**src/rtl/shift_loader.sv**
```systemverilog
// Sequencer for an external serial-in shift register: serializes a parallel word MSB first with a
// divided shift clock, then strobes the output latch. Also issues on-demand clear pulses.
module shift_loader #(
  parameter int unsigned NBITS = 6,
  parameter int unsigned DIV   = 2
) (
  input  logic             clk,
  input  logic             rst_n,
  input  logic [NBITS-1:0] in_data,
  input  logic             in_valid,
  output logic             in_ready,
  input  logic             clr,
  output logic             done,
  output logic             sr_clk,
  output logic             sr_data,
  output logic             sr_latch,
  output logic             sr_rst_n
);

  localparam int unsigned     BitW      = (NBITS > 1) ? $clog2(NBITS) : 1;
  localparam logic [7:0]      PhaseLast = 8'(DIV - 1);
  localparam logic [BitW-1:0] BitLast   = BitW'(NBITS - 1);

  typedef enum logic [2:0] {StIdle, StSetup, StHigh, StLatch, StClear} state_e;

  state_e           state_q, state_d;
  logic [7:0]       phase_q, phase_d;
  logic [BitW-1:0]  bit_q, bit_d;
  logic [NBITS-1:0] sreg_q, sreg_d;
  logic             in_ready_q, in_ready_d;
  logic             done_q, done_d;
  logic             sr_clk_q, sr_clk_d;
  logic             sr_data_q, sr_data_d;
  logic             sr_latch_q, sr_latch_d;
  logic             sr_rst_n_q, sr_rst_n_d;
  logic             phase_end;

  assign phase_end = (phase_q == PhaseLast);

  always_comb begin
    state_d    = state_q;
    phase_d    = phase_q;
    bit_d      = bit_q;
    sreg_d     = sreg_q;
    in_ready_d = in_ready_q;
    done_d     = 1'b0;
    sr_clk_d   = sr_clk_q;
    sr_data_d  = sr_data_q;
    sr_latch_d = sr_latch_q;
    sr_rst_n_d = sr_rst_n_q;

    unique case (state_q)
      StIdle: begin
        // Releases the external clear and raises ready on the first edge out of reset.
        sr_rst_n_d = 1'b1;
        in_ready_d = 1'b1;
        phase_d    = '0;
        if (in_ready_q && clr) begin
          in_ready_d = 1'b0;
          sr_rst_n_d = 1'b0;
          state_d    = StClear;
        end else if (in_ready_q && in_valid) begin
          sreg_d     = in_data;
          sr_data_d  = in_data[NBITS-1];
          in_ready_d = 1'b0;
          bit_d      = '0;
          state_d    = StSetup;
        end
      end
      StSetup: begin
        if (phase_end) begin
          phase_d  = '0;
          sr_clk_d = 1'b1;
          state_d  = StHigh;
        end else begin
          phase_d = phase_q + 8'd1;
        end
      end
      StHigh: begin
        if (phase_end) begin
          phase_d  = '0;
          sr_clk_d = 1'b0;
          if (bit_q != BitLast) begin
            bit_d     = bit_q + 1'b1;
            sreg_d    = sreg_q << 1;
            sr_data_d = sreg_q[NBITS-2];
            state_d   = StSetup;
          end else begin
            sr_data_d  = 1'b0;
            sr_latch_d = 1'b1;
            state_d    = StLatch;
          end
        end else begin
          phase_d = phase_q + 8'd1;
        end
      end
      StLatch: begin
        if (phase_end) begin
          phase_d    = '0;
          sr_latch_d = 1'b0;
          done_d     = 1'b1;
          in_ready_d = 1'b1;
          state_d    = StIdle;
        end else begin
          phase_d = phase_q + 8'd1;
        end
      end
      StClear: begin
        if (phase_end) begin
          phase_d    = '0;
          sr_rst_n_d = 1'b1;
          done_d     = 1'b1;
          in_ready_d = 1'b1;
          state_d    = StIdle;
        end else begin
          phase_d = phase_q + 8'd1;
        end
      end
      default: state_d = StIdle;
    endcase
  end

  always_ff @(posedge clk or negedge rst_n) begin
    if (!rst_n) begin
      state_q    <= StIdle;
      phase_q    <= '0;
      bit_q      <= '0;
      sreg_q     <= '0;
      in_ready_q <= 1'b0;
      done_q     <= 1'b0;
      sr_clk_q   <= 1'b0;
      sr_data_q  <= 1'b0;
      sr_latch_q <= 1'b0;
      sr_rst_n_q <= 1'b0;
    end else begin
      state_q    <= state_d;
      phase_q    <= phase_d;
      bit_q      <= bit_d;
      sreg_q     <= sreg_d;
      in_ready_q <= in_ready_d;
      done_q     <= done_d;
      sr_clk_q   <= sr_clk_d;
      sr_data_q  <= sr_data_d;
      sr_latch_q <= sr_latch_d;
      sr_rst_n_q <= sr_rst_n_d;
    end
  end

  assign in_ready = in_ready_q;
  assign done     = done_q;
  assign sr_clk   = sr_clk_q;
  assign sr_data  = sr_data_q;
  assign sr_latch = sr_latch_q;
  assign sr_rst_n = sr_rst_n_q;

endmodule

```
**config.mk**
```make
export PLATFORM = sky130hd
export DESIGN_NAME = shift_loader
export DESIGN_NICKNAME = d
export VERILOG_FILES = /design/src/rtl/shift_loader.sv
export SDC_FILE = /design/constraint.sdc
export NUM_CORES = 1
export LEC_CHECK = 0
export BUFFER_PORTS_ARGS = -buffer_cell sky130_fd_sc_hd__buf_4
export CAP_MARGIN = 20
export CORE_MARGIN = 2
export CORE_UTILIZATION = 30
export CTS_BUF_LIST = sky130_fd_sc_hd__clkbuf_2 sky130_fd_sc_hd__clkbuf_4 sky130_fd_sc_hd__clkbuf_8
export DETAILED_ROUTE_END_ITERATION = 6
export SLEW_MARGIN = 20
export SYNTH_ARGS = -nofsm -noshare
export SYNTH_HDL_FRONTEND = slang
export SYNTH_SLANG_ARGS = --single-unit
```
**constraint.sdc**
```tcl
create_clock -name clk -period 1.91 [get_ports clk]
set_input_delay 0.191 -clock clk [delete_from_list [all_inputs] [get_ports clk]]
set_output_delay 0.191 -clock clk [all_outputs]
set_load 0.01 [all_outputs]
```
* Word level (Yosys, flattened, before mapping)
Index checks and enable logic that the tools add are counted.
Word-level totals: RAM bits 0, bits in read-only memories 0, flip-flop bits (word level) 25, bits in latches 0, output and inout port bits 6, word-level logic and storage cells 83, memories kept 0, input port bits 10
Cells by class: equal/unequal tests 16, div/mod/pow operators 0, $add $sub $neg 2, order comparisons 0, reduce and logical (&&, ||, !) cells 18, multiply operators 0, bitwise gates (word level) 0, shifts and indexed selects 0, muxes and demuxes 37
Operators with widths (number):
- $mux 3 | 9
- $mux 5 | 4
- $ne 2x2->1 const B | 8
- $pmux 8 s2 | 1
- $mux 1 | 13
- $pmux 3 s4 | 1
- $reduce_and 4->1 | 3
- $reduce_bool 2->1 | 6
- $pmux 1 s2 | 5
- $pmux 5 s2 | 1
- $add 8x1->8 const B | 1
- $eq 8x1->1 const B | 1
- $mux 8 | 1
- $eq 3x2->1 const B | 2
- $ne 3x3->1 const B | 2
- $pmux 3 s2 | 1
- $reduce_and 5->1 | 1
- $reduce_and 2->1 | 2
- $reduce_or 4->1 | 1
- $add 3x1->3 const B | 1
- $eq 3x1->1 const B | 1
- $eq 3x3->1 const B | 1
- $logic_not 3->1 | 1
- $reduce_and 3->1 | 1
- 4 further kinds | 5

* Longest topological paths before layout
Gate-level depths: netlist of the first run.
word-level depth 4, depth in mapped cells 7, gate-level depth less buffers 6

* Worst setup path after synthesis of the first run
No wires, ideal clock.
path type flip-flop to flip-flop, start point reg phase_q[1], end point reg sr_data_q (netlist: sr_data), required time 1785 ps, period minus slack after synthesis 1860 ps, cell stages (with the launch flop) 7, path slack 50 ps, library setup time 125 ps, buffers on the path 0, arrival time 1735 ps, cell sequence dfrtp_1 > inv_1 > ha_1 > nor4b_4 > nand2_4 > a2111oi_4 > mux2_4
Between the ends: cells in the longest elaborated chain, start to end 3
Ends and longest elaborated chain:
- from (decl) | line 27 | logic [7:0] phase_q, phase_d;
- from (signal assigned) | line 137 | phase_q <= phase_d;
- $eq 8x1->1 | line 38 | assign phase_end = (phase_q == PhaseLast);
- $ne 2x2->1 (no source line)
- $reduce_and 4->1 (no source line)
- to (signal assigned) | line 143 | sr_data_q <= sr_data_d;
- to (decl) | line 33 | logic sr_data_q, sr_data_d;
No other way between the ends. A chain may end at the register's enable or synchronous reset.

* Final worst setup path of the first run
start point reg phase_q[0], end point reg phase_q[7]
Between the ends: cells in the longest elaborated chain, start to end 3, elaborated cells on any way between the ends 4, those cells by class 1 x add/sub; 1 x eq/ne; 2 x mux
Ends and longest elaborated chain:
- $add 8x1->8 or $eq 8x1->1 (tied branches)
- $mux 8 *
- $pmux 8 s2 * | line 52 | unique case (state_q)
Every way passes the cells marked *; elsewhere a longest branch is shown, timed or not.

==> results of run 1 <==
==> Yosys cell counts (2+ instances only) <==
master / number / area share [%]
a21oi_1: 9 / 3.2
a31oi_1: 5 / 2.3
a32oi_1: 2 / 1.3
a41oi_1: 2 / 1.3
buf_2: 3 / 1.1
clkbuf_1: 3 / 0.81
dfrtp_1: 25 / 45
ha_1: 4 / 3.6
inv_1: 5 / 1.4
mux2_2: 5 / 4.1
nand2_1: 24 / 6.5
nand2b_1: 2 / 0.90
nand3_1: 5 / 1.8
nor2_1: 5 / 1.4
nor2b_1: 5 / 2.3
nor3_1: 3 / 1.1
o21ai_0: 8 / 2.9
o31ai_1: 3 / 1.6
==> worst max path at each step <==
stage / from / endpoint / slack (ns) / cells past startpoint
3_3_place_gp: phase_q[1] / sr_data / 0.11 / 6
6_report: phase_q[0] / phase_q[7] / 0.13 / 6
5_1_grt: phase_q[1] / sr_data / -0.005 / 6
4_1_cts: phase_q[1] / sr_data / 0.06 / 6
2_1_floorplan: phase_q[1] / sr_data / 0.05 / 6
3_5_place_dp: phase_q[1] / sr_data / 0.09 / 6
==> routing by layer <==
| layer | global-route usage, % | wire length (µm) |
|---|---|---|
| met1 | 16.1 | 1370 |
| met2 | 21.0 | 1420 |
| met3 | 2.08 | 112 |
| met4 | 3.14 | 25 |
| met5 | 0 | 0 |
==> through the flow <==
| step | utilization, % | cells | setup WS, ns | TNS, ns |
|---|---|---|---|---|
| finish | 38.5 | 222 | 0.125 | 0 |
| global route | 38.5 | 222 | -0.00462 | -0.00462 |
| CTS | 38.4 | 221 | 0.0619 | 0 |
| detailed placement | 37.1 | 216 | 0.0888 | 0 |
| global placement | 37.1 | 216 | 0.114 | 0 |
| floorplan | - | 142 | 0.0499 | 0 |
==> cell families after synthesis <==
family                     count (synthesis)  share of synthesized area [%]
AOI/OAI and AO/OA                         39                           19.9
xor gates and xnor gates                   2                           1.26
adders and majority gates                  4                           3.60
buffers and inverters                     11                           3.24
DFF                                       25                           45.0
muxes                                      7                           5.86
and+or+nand+nor                           54                           21.1
==> sequential cells by signal, summed over array words and instances, names as in the netlist <==
register and count:
sr_data 1, state_q 3, in_ready 1, done 1, phase_q 8, sr_rst_n 1
sreg_q 5, sr_latch 1, bit_q 3, sr_clk 1
==> area by class of cell <==
type	instances	area [µm²]
multi-input combinational	106	718
clock inverter	1	5.00
clock buffer	3	41.3
timing repair buffer	30	228
tap	52	65.1
sequential	25	626
inverter	5	18.8
fill	426	2710
==> where the power goes <==
group | internal [µW] | total, µW | switching (µW) | leakage [µW]
registers | 695 | 858 | 163 | 0.000323
logic | 657 | 1330 | 673 | 0.000409
clock network | 146 | 314 | 168 | 0.0000255
total | 1500 | 2500 | 1000 | 0.000758
==> cells in the final DEF (no fill, tap or decap), types with 2 or more instances in the layout <==
master     n
nand2_1   24
buf_4     29
nor3_1     3
a31oi_1    5
nor2b_1    5
nand3_1    5
a32oi_1    2
mux2_2     5
dfrtp_1   25
nor2_1     5
a41oi_1    2
nand2b_1   2
clkbuf_8   3
o31ai_1    3
o21ai_0    7
inv_1      5
a21oi_1    9
ha_1       4
==> critical path, delay by kind of cell, from the launching register on <==
kind / cells / cell delay, ns
and+or+nand+nor: 3 / 0.79
DFF: 1 / 0.39
AOI/OAI and AO/OA: 1 / 0.18
buffers and inverters: 1 / 0.15
adders and majority gates: 1 / 0.20
==> repair_timing <==
action | in CTS | in global routing
endpoints found under the hold margin | 25 | 0
gates resized for setup | 0 | 1
setup buffers | 0 | 1
hold buffers | 1 | 0
endpoints found under the setup margin | 0 | 2
==> impl_metrics.csv, run 1 <==
group,metric,value,unit
outcome,status,"complete, no violations",
grt,grt_max_degree,26,
synth,synthCells,142,
sta,hold_violations,0,
floorplanning,die_width,72.0,µm
grt,antenna_found_initial,0,
synth,yosysWarningCount,0,
setup_path,crit_slowest_cell,"or3_1",
cells_and_area,diodes,0,
synth,ys.flop_type,"dfrtp_1",
cells_and_area,syn_to_final_growth,22.5,%
synth,synth_edf_count,0,
power_and_ir_drop,cellLeakagePower,0.000758,µW
setup_path,cp_slowest_stage_delay,0.44,ns
synth,synth_fp_nets,156,
min_path,min_from,"in_data[0]",
synth,ys_seq_area_share,45.0,%
detailed_routing,drcViolationCount,0,
floorplanning,initial_core_util,31.5,%
detailed_routing,drt_iter0_drc,62,
setup_path,path_class,"register to register",
clock_tree,cts_buffers,3,
floorplanning,fp-row-count,24,
clock_tree,root_buffer,"clkbuf_8",
grt,grt_overflow,0,
floorplanning,io_pins,16,
placement,io_buffers,15,
cells_and_area,layout.nets,185,
sta,whs,0.168,ns
placement,dp_hpwl,2140,µm
synth,synth-async-reset-ratio,100,%
synth,syn_avg_cell_area,9.78,µm²
setup_path,endpoint_kind,"register",
sta,slew-limit-headroom,77.9,%
synth,synth_area,1390,µm²
placement,dpl_cell_area,1640,µm²
clock_tree,cts_tree,"yes",
clock_tree,cts_sinks,25,
setup_path,required,2.10,ns
detailed_routing,first_pass_iters,4,
grt,grt.total_usage,12.3,%
setup_path,crit_fanout,7,
detailed_routing,detail-route-antenna-nets,0,
min_path,min_to,"sreg_q[0]",
power_and_ir_drop,ir_drop,0.726,mV
setup_path,worstPathCellList,"ha_1, nor4b_4, buf_4, and2_2, or3_1, o21ai_0",
sta,finalSetupViolCount,0,
detailed_routing,drt_wl_total,2920,µm
detailed_routing,wire_per_inst,13.2,µm
clock_tree,insertion_delay,0.27,ns
synth,ys_seq_elements,25,
min_path,hold_depth,3,
grt,grt_pass1_wl,5120,µm
setup_path,reg2regPathDepth,6,
clock_tree,h-tree-depth,1,
power_and_ir_drop,p_total,2500,µW
synth,synth.distinct_cells,42,
setup_path,reg2reg_slack,0.13,ns
setup_path,crit_arrival,1.98,ns
sta,tightest_slew,0.332,ns
flow_run,cap_violations,0,
clock_tree,clk_pin_slew_worst_paths,0.09,ns
floorplanning,die-area,5190,µm²
clock_tree,clock_path_buffers,2,
setup_path,reg2reg_to,"phase_q[7]",
sta,period_share,93.4,%
setup_path,start_kind,"register",
sta,fmax,0.560,GHz
sta,timing.final.crit_period,1.78,ns
sta,slew_viol_final,0,
placement,gp_congestion,0.814,
grt,grt_pass1_vias,1160,
power_and_ir_drop,powerDensity,1470,nW/µm²
detailed_routing,avgViaCountPerCell,5.28,
setup_path,r2r-start,"phase_q[0]",
floorplanning,core-area,4410,µm²
min_path,min_path_type,"input pin to register",
floorplanning,dieHeight,72.0,µm
cells_and_area,drive_above_1_share,30.0,%
sta,finClkSkew,0.00257,ns
cells_and_area,final_area,1700,µm²
detailed_routing,num_vias,1172,
Power figures use the tool's default switching activity.
==> inputs of run 2 (changes only) <==
--- a/config.mk
+++ b/config.mk
@@ -11,6 +11,7 @@
 export CORE_UTILIZATION = 30
 export CTS_BUF_LIST = sky130_fd_sc_hd__clkbuf_2 sky130_fd_sc_hd__clkbuf_4 sky130_fd_sc_hd__clkbuf_8
 export DETAILED_ROUTE_END_ITERATION = 6
+export RECOVER_POWER = 25
 export SLEW_MARGIN = 20
 export SYNTH_ARGS = -nofsm -noshare
 export SYNTH_HDL_FRONTEND = slang
==> run 2 against run 1 <==
Critical path depth is the same. Combinational power is essentially flat. Wire length is essentially flat. Count of clock-buffer cells in the layout is the same. Non-clock buffer count is the same. Fmax is the same. Worst hold slack is the same. Utilization shrank 0.085 points. Register-to-register slack is essentially flat. Sequential cell count is the same. Largest power group unchanged.
==> impl_metrics.csv, run 2 (synthesis results as in run 1) <==
group,metric,value,unit
setup_path,crit_slowest_cell,"or3_1",
min_path,min_path_type,"input pin to register",
detailed_routing,drt_wl_total,2920,µm
clock_tree,cts_buffers,3,
detailed_routing,avgViaCountPerCell,5.28,
cells_and_area,num-fill-cells,428,
detailed_routing,drcViolationCount,0,
floorplanning,dieHeight,72.0,µm
cells_and_area,diodes,0,
setup_path,path_class,"register to register",
cells_and_area,largest_reg_flops,8,
clock_tree,clk_pin_slew_worst_paths,0.09,ns
setup_path,cp_slowest_stage_delay,0.44,ns
sta,period_share,93.4,%
placement,gp_congestion,0.814,
power_and_ir_drop,ir_drop,0.726,mV
floorplanning,io_pins,16,
setup_path,worstPathCellList,"ha_1, nor4b_4, buf_4, and2_2, or3_1, o21ai_0",
sta,slew_viol_final,0,
setup_path,endpoint_kind,"register",
grt,grt_pass1_vias,1160,
detailed_routing,drt_iter0_drc,62,
grt,antenna_found_initial,0,
clock_tree,cts_tree,"yes",
clock_tree,insertion_delay,0.27,ns
cells_and_area,layout_common_cells,"28 x buf_4, 25 x dfrtp_1, 24 x nand2_1",
sta,whs,0.168,ns
clock_tree,root_buffer,"clkbuf_8",
grt,grt_max_degree,26,
setup_path,reg2reg_slack,0.13,ns
cells_and_area,largest_registers,"phase_q (8), sreg_q (5)",
placement,dp_hpwl,2140,µm
outcome,status,"complete, no violations",
detailed_routing,wire_per_inst,13.1,µm
placement,io_buffers,15,
cells_and_area,final_area,1700,µm²
clock_tree,cts_sinks,25,
sta,tns,0,ns
sta,tightest_slew,1.34,ns
floorplanning,fp-row-count,24,
setup_path,start_kind,"register",
placement,dpl_cell_area,1640,µm²
detailed_routing,detail-route-antenna-nets,0,
setup_path,required,2.10,ns
power_and_ir_drop,cellLeakagePower,0.000754,µW
detailed_routing,num_vias,1172,
sta,finClkSkew,0.00257,ns
floorplanning,die-area,5190,µm²
cells_and_area,syn_to_final_growth,22.3,%
grt,grt_overflow,0,
sta,hold_violations,0,
cells_and_area,drive_above_1_share,29.4,%
cells_and_area,layout_commonest_cell,"buf_4",
power_and_ir_drop,powerDensity,1470,nW/µm²
detailed_routing,first_pass_iters,4,
grt,grt_pass1_wl,5120,µm
grt,grt.total_usage,12.3,%
setup_path,crit_arrival,1.98,ns
floorplanning,initial_core_util,31.5,%
clock_tree,clock_path_buffers,2,
clock_tree,h-tree-depth,1,
cells_and_area,layout.nets,185,
power_and_ir_drop,p_total,2500,µW
sta,slew-limit-headroom,10.6,%
flow_run,cap_violations,0,
sta,timing.final.crit_period,1.78,ns
sta,fmax,0.560,GHz
floorplanning,core-area,4410,µm²
cells_and_area,top_register,"phase_q",
floorplanning,die_width,72.0,µm
sta,finalSetupViolCount,0,
setup_path,crit_fanout,7,
## run 2: cell type report
class	instances	area (µm²)	share of cell area, %
inverters	5	18.8	1.11
repair buffers	30	224	13.2
clock inverters	1	5.00	0.295
well taps	52	65.1	3.83
clock buffers	3	41.3	2.43
flip-flops and latches	25	626	36.8
multi-input cells	106	718	42.3
## run 2: worst paths after layout
kind                               to        from  cells after the start
max in group asynchronous      sr_clk       rst_n                      2
setup / recovery           phase_q[7]  phase_q[0]                      6
min in group asynchronous  phase_q[2]       rst_n                      2
hold / removal              sreg_q[0]  in_data[0]                      3
setup reg to reg           phase_q[7]  phase_q[0]                      6
hold reg to reg             sreg_q[4]   sreg_q[4]                      1
## run 2: per-stage QoR
step | utilization, % | setup slack, ns | std cells
after global placement | 37.1 | 0.114 | 216
after detailed placement | 37.1 | 0.0888 | 216
final | 38.5 | 0.125 | 222
after global routing | 38.5 | -0.00462 | 222
after floorplan | - | 0.0499 | 142
after CTS | 38.4 | 0.0619 | 221
## run 2: worst max-delay path: cells and delay by family (launching register included)
family                   cells  cell delay [ns]
buffers and inverters        1             0.15
AO/OA/AOI/OAI                1             0.18
adder cells (fa/ha/maj)      1             0.20
flip-flops                   1             0.39
AND/OR/NAND/NOR              3             0.79
## run 2: timing repair
item / CTS / global route
setup endpoints to repair: 0 / 2
hold endpoints to repair: 25 / 0
hold buffers: 1 / 0
gates resized for setup: 0 / 1
setup buffers: 0 / 1
## run 2: report_power, final
| part | switching, µW | total (µW) | internal (µW) |
|---|---|---|---|
| clock | 168 | 314 | 146 |
| combinational | 672 | 1330 | 656 |
| sequential | 163 | 858 | 695 |
| total | 1000 | 2500 | 1500 |
## run 2: per-layer routing
layer  routed length, µm  global-route usage, %
met5                   0                      0
met4                  25                   3.14
met3                 112                   2.08
met2                1420                   21.0
met1                1360                   16.1
==> inputs of run 3 (changes only) <==
--- a/config.mk
+++ b/config.mk
@@ -5,6 +5,7 @@
 export SDC_FILE = /design/constraint.sdc
 export NUM_CORES = 1
 export LEC_CHECK = 0
+export ABC_AREA = 1
 export BUFFER_PORTS_ARGS = -buffer_cell sky130_fd_sc_hd__buf_4
 export CAP_MARGIN = 20
 export CORE_MARGIN = 2
==> run 3 against run 2 <==
Critical path depth up 3. Utilization down 1.7 points. Global-route usage down 0.81 points. First-iteration DRC count up 4.8%. Count of clock-buffer cells in the layout unchanged. Sequential power down 5.0%. Clock power about the same. Synthesized cell count up 29%. Register-to-register slack better by 0.21 ns. Non-clock buffer count down 12. Die area up 1.0%. Power down 14%. Critical path type unchanged. Critical endpoint is now sr_data. Largest power group unchanged.
==> impl_metrics.csv, run 3 <==
group,metric,value,unit
outcome,status,"complete, no violations",
clock_tree,insertion_delay,0.27,ns
synth,synth_most_common_cell,"nand2_1",
synth,synthTopCellsByCount,"67 x nand2_1, 25 x dfrtp_1, 18 x nand3_1, 14 x inv_1, 12 x nor2_1",
sta,finalSetupViolCount,0,
synth,synth-async-reset-ratio,100,%
setup_path,crit_fanout,13,
synth,ys.flop_type,"dfrtp_1",
clock_tree,cts_tree,"yes",
clock_tree,cts_resized,0,
floorplanning,io_pins,16,
synth,synth_area,1400,µm²
sta,slew-limit-headroom,57.0,%
placement,io_buffers,15,
synth,syn_avg_cell_area,7.67,µm²
clock_tree,h-tree-depth,1,
clock_tree,cts_buffers,3,
clock_tree,clock_path_buffers,2,
detailed_routing,wire_per_inst,10.6,µm
detailed_routing,detail-route-antenna-nets,0,
cells_and_area,layout_common_cells,"67 x nand2_1, 25 x dfrtp_1, 18 x nand3_1",
power_and_ir_drop,ir_drop,0.539,mV
sta,period_share,82.5,%
detailed_routing,num_vias,1189,
grt,grt_pass1_wl,4840,µm
sta,tightest_slew,0.645,ns
power_and_ir_drop,cellLeakagePower,0.000864,µW
cells_and_area,layout_commonest_cell,"nand2_1",
clock_tree,cts_sinks,25,
floorplanning,fp-row-count,24,
flow_run,cap_violations,0,
sta,hold_violations,0,
setup_path,path_class,"register to register",
grt,grt_max_degree,26,
floorplanning,die_width,72.4,µm
synth,ys_seq_area_share,44.6,%
placement,dpl_cell_area,1580,µm²
sta,tns,0,ns
setup_path,required,2.08,ns
min_path,min_path_type,"input pin to register",
cells_and_area,layout.nets,218,
cells_and_area,largest_reg_flops,8,
detailed_routing,avgViaCountPerCell,4.66,
synth,yosysWarningCount,0,
cells_and_area,post-route-util,36.8,%
floorplanning,initial_core_util,31.6,%
grt,grt_pass1_vias,1124,
cells_and_area,largest_registers,"phase_q (8), sreg_q (5)",
detailed_routing,drcViolationCount,0,
power_and_ir_drop,powerDensity,1310,nW/µm²
synth,synth_top_cell_by_area,"dfrtp_1",
detailed_routing,drt_wl_total,2720,µm
cells_and_area,syn_to_final_growth,16.4,%
setup_path,start_kind,"register",
grt,grt.total_usage,11.4,%
sta,finClkSkew,0.00568,ns
sta,fmax,0.635,GHz
synth,synth_fp_nets,197,
floorplanning,core-area,4440,µm²
placement,pre_cts_ws,0.320,ns
floorplanning,dieHeight,72.4,µm
cells_and_area,final_area,1630,µm²
setup_path,endpoint_kind,"register",
placement,dp_hpwl,2090,µm
cells_and_area,top_register,"phase_q",
floorplanning,die-area,5240,µm²
grt,grt_overflow,0,
sta,rsz0062_at_grt,"false",
synth,synth_area_leaders,"dfrtp_1 45%, nand2_1 18%, nand3_1 6.4%, inv_1 3.7%, ha_1 3.6%",
synth,synth_edf_count,0,
clock_tree,root_buffer,"clkbuf_8",
cells_and_area,drive_above_1_share,16.7,%
setup_path,crit_arrival,1.74,ns
sta,slew_viol_final,0,
sta,worst_slack,0.334,ns
detailed_routing,first_pass_iters,5,
synth,synth.top_cell.area_share,44.6,%
clock_tree,cts_setup_buffers,0,
synth,synth.distinct_cells,24,
grt,antenna_found_initial,0,
clock_tree,clk_pin_slew_worst_paths,0.09,ns
sta,timing.final.crit_period,1.58,ns
synth,synthCells,183,
placement,gp_congestion,0.806,
detailed_routing,drt_iter0_drc,65,
cells_and_area,num-fill-cells,483,
synth,ys_seq_elements,25,
cells_and_area,diodes,0,
## run 3: cell types whose count changed after synthesis, moves of 4 or more
cell / before / now
mux2_2: 5 / 0
a31oi_1: 5 / 0
nand2_1: 24 / 67
a21oi_1: 9 / 2
inv_2: 0 / 4
nor2_1: 5 / 12
nand3_1: 5 / 18
nand2_2: 0 / 4
inv_1: 5 / 14
nor2b_1: 5 / 0
## run 3: cell families (layout without fill, tap and decap cells)
| group | Yosys count | count (layout) | share of synthesized area, % |
|---|---|---|---|
| simple gates | 110 | 110 | 35.4 |
| flops | 25 | 25 | 44.6 |
| buf+inv | 20 | 40 | 5.97 |
| compound gates | 19 | 19 | 7.40 |
| xor+xnor | 5 | 5 | 3.12 |
| fa+ha+maj | 4 | 4 | 3.57 |
## run 3: metal layers
layer | vias up | track usage (%) | share of wire (%)
met4 | 0 | 4.32 | 1.4
met2 | 18 | 19.1 | 46
met1 | 541 | 15.3 | 50
met5 | - | 0 | 0
met3 | 5 | 1.25 | 2.4
li1 | 625 | - | -
## run 3: final cells by class
| type | instances | area (µm²) | share of cell area (%) |
|---|---|---|---|
| Clock buffer | 3 | 41.3 | 2.53 |
| Sequential cell | 25 | 626 | 38.3 |
| Multi-Input combinational cell | 138 | 694 | 42.5 |
| Clock inverter | 1 | 5.00 | 0.306 |
| Tap cell | 52 | 65.1 | 3.98 |
| Inverter | 18 | 67.6 | 4.13 |
| Timing Repair Buffer | 18 | 135 | 8.27 |
## run 3: worst max-delay path, stage by stage (launching register included)
cell and delay [ns]:
dfrtp_1 0.41, inv_1 0.08, ha_1 0.14, nand2_1 0.05
nor2_1 0.12, nand2_2 0.15, nand2_2 0.26, nand3_1 0.14
nand2_1 0.08, nand2_1 0.05
## run 3: report_power, final
| group | switching, µW | total (µW) | internal, µW |
|---|---|---|---|
| Combinational | 646 | 1020 | 372 |
| Sequential | 131 | 815 | 683 |
| Clock | 169 | 315 | 146 |
## run 3: stage by stage
| step | instances | hold WS, ns | total power [µW] |
|---|---|---|---|
| final | 255 | 0.234 | 2150 |
| after global routing | 255 | 0.266 | 2370 |
| after CTS | 255 | 0.239 | 2180 |
| after detailed placement | 250 | 0.126 | 1860 |
| after global placement | 250 | 0.126 | 1860 |
| after floorplan | 183 | -0.105 | 1570 |
## run 3: path summary, 6_finish.rpt
kind / slack (ns) / cells after the start / start / endpoint
max: 0.33 / 9 / phase_q[1] / sr_data
min: 0.23 / 5 / in_data[0] / sreg_q[0]
max reg2reg: 0.33 / 9 / phase_q[1] / sr_data
min reg2reg: 0.49 / 2 / sreg_q[1] / sreg_q[1]
max in group asynchronous: 1.02 / 2 / rst_n / phase_q[2]
min in group asynchronous: 0.47 / 2 / rst_n / sreg_q[4]
## run 3: repair_timing
item	CTS	global route
endpoints found under the hold margin	25	0
setup endpoints to repair	0	0
hold buffers	1	0
